## config.mk

```make
export PLATFORM = sky130hd
export DESIGN_NAME = regfile_write_arbiter
export DESIGN_NICKNAME = d
export VERILOG_FILES = /design/src/rtl/regfile_arb_pkg.sv /design/src/rtl/rr_arb2.sv /design/src/rtl/regfile_write_arbiter.sv
export SDC_FILE = /design/constraint.sdc
export NUM_CORES = 1
export LEC_CHECK = 0
export ABC_AREA = 1
export ABC_CLOCK_PERIOD_IN_PS = 2720
export CORE_MARGIN = 3
export CORE_UTILIZATION = 36
export CTS_CLUSTER_DIAMETER = 80
export DETAILED_ROUTE_END_ITERATION = 12
export GPL_TIMING_DRIVEN = 1
export PLACE_DENSITY = 0.81
export SLEW_MARGIN = 15
export SYNTH_ARGS = -nofsm -noshare
export SYNTH_HDL_FRONTEND = slang
export SYNTH_SLANG_ARGS = --single-unit
```

## constraint.sdc

```tcl
create_clock -name clk -period 2.72 [get_ports clk]
set_clock_uncertainty 0.15 [all_clocks]
set_input_delay 0.544 -clock clk [delete_from_list [all_inputs] [get_ports clk]]
set_output_delay 0.544 -clock clk [all_outputs]
set_load 0.05 [all_outputs]
```

## src/rtl/regfile_arb_pkg.sv

```systemverilog
// Shared types and default sizes for the register-file write arbiter.
// Requester 0 is ALU writeback, requester 1 is load return.
package regfile_arb_pkg;
  localparam int RF_W  = 16;
  localparam int RF_A  = 4;
  localparam int RF_CW = 8;

  typedef enum logic {REQ_ALU = 1'b0, REQ_LOAD = 1'b1} req_id_t;

  typedef struct packed {
    logic [RF_A-1:0] addr;
    logic [RF_W-1:0] data;
  } wr_req_t;
endpackage

```

## src/rtl/rr_arb2.sv

```systemverilog
// Two-way round-robin arbiter. prio names the port that wins a tie and
// flips to the other port after every grant that is taken.
module rr_arb2
  import regfile_arb_pkg::*;
(
  input  logic       clk,
  input  logic       rst_n_i,
  input  logic [1:0] req,
  input  logic       advance,
  output logic [1:0] gnt
);
  req_id_t prio;

  always_comb begin
    gnt = req;
    if (req == 2'b11) gnt = (prio == REQ_LOAD) ? 2'b10 : 2'b01;
  end

  always_ff @(posedge clk or negedge rst_n_i) begin
    if (!rst_n_i)     prio <= REQ_ALU;
    else if (advance) prio <= gnt[REQ_ALU] ? REQ_LOAD : REQ_ALU;
  end
endmodule

```

## src/rtl/regfile_write_arbiter.sv

```systemverilog
// Shares the register-file write port between ALU writeback and load return.
// The winner is staged one cycle; both read ports forward from the staged write.
module regfile_write_arbiter
  import regfile_arb_pkg::*;
#(
  parameter int W  = RF_W,
  parameter int A  = RF_A,
  parameter int CW = RF_CW
) (
  input  logic          clk,
  input  logic          rst_n_i,
  input  logic [1:0]    req_valid_i,
  input  logic [A-1:0]  req_addr0_i,
  input  logic [A-1:0]  req_addr1_i,
  input  logic [W-1:0]  req_data0_i,
  input  logic [W-1:0]  req_data1_i,
  output logic [1:0]    req_ready_o,
  output logic          wen_o,
  output logic [A-1:0]  wa_o,
  output logic [W-1:0]  wd_o,
  input  logic [A-1:0]  ra0_i,
  input  logic [A-1:0]  ra1_i,
  input  logic [W-1:0]  rf_rd0_i,
  input  logic [W-1:0]  rf_rd1_i,
  output logic [W-1:0]  rd0_o,
  output logic [W-1:0]  rd1_o,
  output logic [CW-1:0] conflict_cnt_o
);
  localparam int NUM_RD = 2;
  localparam logic [CW-1:0] CNT_MAX = '1;

  typedef struct packed {
    logic [A-1:0] addr;
    logic [W-1:0] data;
  } stage_t;

  logic [1:0]   gnt;
  logic         xfer;
  stage_t [1:0] req;
  stage_t       win, stg;

  // Ready is the grant itself; the register file never stalls, so any grant transfers.
  assign xfer        = |(req_valid_i & gnt);
  assign req_ready_o = gnt;

  rr_arb2 u_arb (
    .clk     (clk),
    .rst_n_i (rst_n_i),
    .req     (req_valid_i),
    .advance (xfer),
    .gnt     (gnt)
  );

  assign req[REQ_ALU]  = '{addr: req_addr0_i, data: req_data0_i};
  assign req[REQ_LOAD] = '{addr: req_addr1_i, data: req_data1_i};
  assign win           = gnt[REQ_LOAD] ? req[REQ_LOAD] : req[REQ_ALU];

  always_ff @(posedge clk or negedge rst_n_i) begin
    if (!rst_n_i) begin
      wen_o <= 1'b0;
      stg   <= '0;
    end else begin
      wen_o <= xfer;
      if (xfer) stg <= win;
    end
  end

  assign wa_o = stg.addr;
  assign wd_o = stg.data;

  always_ff @(posedge clk or negedge rst_n_i) begin
    if (!rst_n_i)
      conflict_cnt_o <= '0;
    else if (&req_valid_i && conflict_cnt_o != CNT_MAX)
      conflict_cnt_o <= conflict_cnt_o + CW'(1);
  end

  logic [NUM_RD-1:0][A-1:0] ra;
  logic [NUM_RD-1:0][W-1:0] rf_rd, rd;

  assign ra    = {ra1_i, ra0_i};
  assign rf_rd = {rf_rd1_i, rf_rd0_i};

  // The staged write commits at the next edge, so the array still holds old data.
  for (genvar p = 0; p < NUM_RD; p++) begin : g_fwd
    assign rd[p] = (wen_o && wa_o == ra[p]) ? wd_o : rf_rd[p];
  end

  assign rd0_o = rd[0];
  assign rd1_o = rd[1];
endmodule

```

=== After elaboration in Yosys (flattened, before gate mapping) ===
Cells that the tools add are included.

* Register bits: 30
* Input bits: 84
* Output and inout port bits: 63
* Logic and storage cells: 22

* Add/subtract/negate cells: 1
* Eq/ne operators: 4
* Mux-type cells: 6
* Bitwise logic cells: 1
* Reductions and logical operators: 5

{| class="wikitable"
|+ Operator list
! operator !! count
|-
| 16-bit 2-to-1 mux || 2
|-
| 20-bit 2-to-1 mux || 1
|-
| 8-bit by 1-bit adder with 8-bit output (second input constant) || 1
|-
| 4-bit equality test || 2
|-
| 8-bit != test (second input constant) || 1
|-
| 2-bit 2-to-1 mux || 2
|-
| 1-bit logical AND || 3
|-
| 2-bit bitwise AND || 1
|-
| 2-bit equality test (second input constant) || 1
|-
| 2-bit AND reduction || 1
|-
| 2-bit OR reduction || 1
|-
| 1-bit 2-to-1 mux || 1
|}

=== Logic depth before layout (Yosys ltp) ===
* Word-level depth: 4
* Mapped depth: 8
* Depth with buffers taken out: 8

=== Modules after synthesis ===
Synthesis repeated with hierarchy kept, for this count alone.

* Cells, all modules: 343
* Area total of the unflattened synthesis: 2,245.9 um^2

{| class="wikitable"
|+ By module, submodules not included
! module !! times used !! cells each !! area each (um^2)
|-
| regfile_write_arbiter || 1 || 334 || 2,183.3
|-
| rr_arb2 || 1 || 9 || 62.6
|}

=== Least setup slack after synthesis ===
OpenSTA, ideal clock, no wires.

* Kind: reg2out
* Start: register stg (netlist bit wa_o[0])
* End: output rd1_o[10]
* Data arrival time: 1.737 ns
* Setup slack: 0.289 ns
* Stages on the path, launching flop included: 8
* Buffers on the path: 1
* Path through: dfrtp_1 -> inv_1 -> nand2_1 -> nand2_1 -> nor2_4 -> buf_4 -> nand4_1 -> nand2_1

* Word-level cells in the longest chain between the ends: 3

{| class="wikitable"
|+ Ends and longest elaborated chain
! what !! line !! source
|-
| start, declared || regfile_write_arbiter.sv:40 || <nowiki>stage_t win, stg;</nowiki>
|-
| start signal, assigned || regfile_write_arbiter.sv:64 || <nowiki>if (xfer) stg <= win;</nowiki>
|-
| 4-bit equality test || regfile_write_arbiter.sv:86 || <nowiki>assign rd[p] = (wen_o && wa_o == ra[p]) ? wd_o : rf_rd[p];</nowiki>
|-
| 1-bit logical AND || regfile_write_arbiter.sv:86 ||
|-
| 16-bit 2-to-1 mux || regfile_write_arbiter.sv:86 ||
|-
| end, declared || regfile_write_arbiter.sv:26 || <nowiki>output logic [W-1:0] rd1_o,</nowiki>
|}

Every way passes these cells.

=== Worst setup path in the final report ===
* Start: input ra1_i[3]
* End: output rd1_o[6]

* Word-level cells in the longest chain between the ends: 3

{| class="wikitable"
|+ Ends and longest elaborated chain
! what !! line !! source
|-
| start, declared || regfile_write_arbiter.sv:22 || <nowiki>input logic [A-1:0] ra1_i,</nowiki>
|-
| 4-bit equality test || regfile_write_arbiter.sv:86 ||
|-
| 1-bit logical AND || regfile_write_arbiter.sv:86 ||
|-
| 16-bit 2-to-1 mux || regfile_write_arbiter.sv:86 ||
|}

Every way passes these cells.

==> summary.txt <==
Synthesis
  • Syn Inst Count: 318
  • Post-Syn Nets: 403
  • Synth Register Bits: 30
  • Post-Syn Area per Cell: 6.59 sq um
  • Mapped Area: 0.00209 sq mm
  • Synth warnings: 0
  • Sequential element share of the synthesized area: 0.358
  • Netlist cell types: 20

Timing
  • Fmax: 378 MHz
  • Worst-margin pin slew: 0.523 ns
  • Max-slew headroom: 0.650
  • Final worst-path cycle share: 0.974
  • Final setup violation count: 0
  • Slew Viols, Final: 0
  • Fin crit period: 2.65 ns
  • Final Hold Viols: 0
  • Worst setup margin: 0.0716 ns

Die
  • Core ar.: 0.00557 sq mm
  • I/O pin cnt: 147
  • Die Y: 82.3 microns
  • DIE AREA: 0.00677 sq mm
  • Row cnt: 27
  • Initial Util: 0.376
  • Die width: 82.3 microns

Detailed routing
  • Vias/cell: 4.97
  • DR WL/cell: 15.1 microns
  • DRT Pass-1 Iters: 4
  • Vias: 2,742
  • DRT Wirelength: 8310 microns
  • DRC: 0
  • 1st-iter DRT viols: 68
  • Antenna viol nets, final: 0

Critical path
  • CP startpoint kind: input pin
  • Setup Crit Path Kind: in2out
  • Crit-path max FO: 6
  • Crit path arrival time: 1.95 ns
  • CP endpoint kind: primary output
  • Req. time, crit path: 2.03 ns

Finish
  • Layout fillers: 460
  • Final std cells w/o fill: 552
  • Multi-input gate area: 0.00123 sq mm
  • Area grow syn2layout: 87.2%
  • Most frequent cells in the layout: nand2_1 (152), clkdlybuf4s50_1 (110), nand4_1 (35)
  • Share of layout cells above drive strength 1: 0.185
  • Register area: 751 sq um
  • Post-layout nets: 565
  • Most common cell after layout, fill and taps aside: nand2_1
  • Post-route cell area: 0.00392 sq mm
  • N_diodes: 0

GRT
  • Number of global-route vias before repair: 2,535
  • GRT overflow: 0
  • Largest net degree at the start of global routing: 31
  • GRT Overall Usage: 0.224
  • Initial antenna violation count: 0
  • Global-route wire length before repair: 11,600 microns

Hold path
  • Hold Path Class: reg2reg

Place
  • Hpwl dp: 6350 microns
  • PortBufs: 146
  • Placed Instances: 535
  • Cell Area, Placed: 0.00360 sq mm
  • Pre-CTS setup slack: 0.00513 ns
  • Routability cong.: 0.915

Power and ir drop
  • Net switching power: 1.12 mW
  • Pint: 1.22 mW
  • Clk pwr share: 0.140
  • Worst ir drop on vdd: 0.661 mV
  • P_leak: 1.91 nW
  • Seq pwr share: 0.278
  • Sw Ratio: 0.478
  • Pwr Density: 596 mW/mm^2
  • Combinational fraction of design power: 0.582

Clock tree
  • Clock sink count: 30
  • Worst-skew pair later-pin latency: 0.28 ns
  • Root Driver: clkbuf_8
  • Maximum clock path buffer count: 2
  • CTS buffer count: 5
  • H-tree depth: 2
  • Worst-path clk slew: 0.06 ns
  • CTS tree: done
  • Hold buffers post-CTS: 0

Status
  • Status: complete, no violations

Run
  • Max-cap violation count: 0
[registers in the layout, summed over array words and instances, names as in the netlist]
| name | cells |
|---|---|
| wen_o | 1 |
| wa_o | 4 |
| u_arb.prio | 1 |
| wd_o | 16 |
| conflict_cnt_o | 8 |
[kinds of logic (layout without fill, tap and decap cells)]
group / count (synthesis) / in the layout / synth area share
flip-flops: 30 / 30 / 0.358
buffers and inverters: 39 / 199 / 0.0884
XOR/XNOR: 3 / 3 / 0.0125
AND/OR/NAND/NOR: 236 / 238 / 0.508
adder cells (fa/ha/maj): 1 / 1 / 0.00597
AO/OA/AOI/OAI: 9 / 9 / 0.0263
[final cells by class]
class	count	area share
sequential	30	0.192
multi-input combinational	251	0.313
tap	72	0.0230
timing repair buffer	166	0.428
inverter	26	0.0255
clock buffer	7	0.0195
[routing by layer]
layer | share of wire | wire (microns) | global-route usage | up-vias
met3 | 0.080 | 665 | 0.0466 | 23
met5 | 0 | 0 | 0 | -
met4 | 0.032 | 267 | 0.0847 | 0
li1 | - | - | - | 1360
met2 | 0.51 | 4210 | 0.400 | 119
met1 | 0.38 | 3160 | 0.262 | 1240
[stage by stage]
step           total power [mW]  TNS (ns)   util  hold slack (ns)
2_1_floorplan              1.42         0      -           0.0984
5_1_grt                    2.46   -0.0242  0.703            0.421
3_3_place_gp               1.90         0  0.646            0.332
6_report                   2.34         0  0.703            0.368
4_1_cts                    2.26         0  0.660            0.371
3_5_place_dp               1.92         0  0.646            0.346
[worst max-delay path, stage by stage]
cell             delay (ns)
clkdlybuf4s50_1        0.49
inv_1                  0.05
nand2_1                0.06
nand2_2                0.06
nor2_4                 0.10
buf_12                 0.13
buf_6                  0.12
nand4_1                0.11
nand2_1                0.11
buf_6                  0.16
[power by group through the flow]
stage	Clock, mW	Sequential (mW)	Combinational, mW
after floorplan	0	0.913	0.510
after global placement	0	0.648	1.25
after detailed placement	0	0.649	1.27
after CTS	0.341	0.645	1.27
after global routing	0.362	0.661	1.44
final	0.327	0.649	1.36
[cell usage after synthesis, drive strengths merged]
cell type / number / area (sq um)
xor2: 1 / 8.76
nand4: 35 / 219
nand3: 23 / 140
o21ai: 5 / 25.0
buf: 13 / 87.6
nor2: 11 / 73.8
inv: 26 / 97.6
nand2: 167 / 632
o211ai: 4 / 30.0
dfrtp: 30 / 751
xnor2: 2 / 17.5
ha: 1 / 12.5
[repair_timing]
| action | in CTS | in global routing |
|---|---|---|
| resized for setup | 0 | 41 |
| setup endpoints to repair | 0 | 32 |
| buffers inserted | 0 | 7 |
[path summary, 6_finish.rpt]
kind / cells after the start / end / slack, ns / start
min reg2reg: 2 / u_arb.prio$_DFFE_PN0P_ / 0.37 / u_arb.prio$_DFFE_PN0P_
min: 2 / u_arb.prio$_DFFE_PN0P_ / 0.37 / u_arb.prio$_DFFE_PN0P_
max reg2reg: 8 / conflict_cnt_o[5]$_DFFE_PN0P_ / 1.09 / conflict_cnt_o[0]$_DFFE_PN0P_
min in group asynchronous: 2 / conflict_cnt_o[1]$_DFFE_PN0P_ / 0.50 / rst_n_i
max: 10 / rd1_o[6] / 0.07 / ra1_i[3]
max in group asynchronous: 2 / wd_o[2]$_DFFE_PN0P_ / 1.63 / rst_n_i
(Power assumes the default switching activity.)
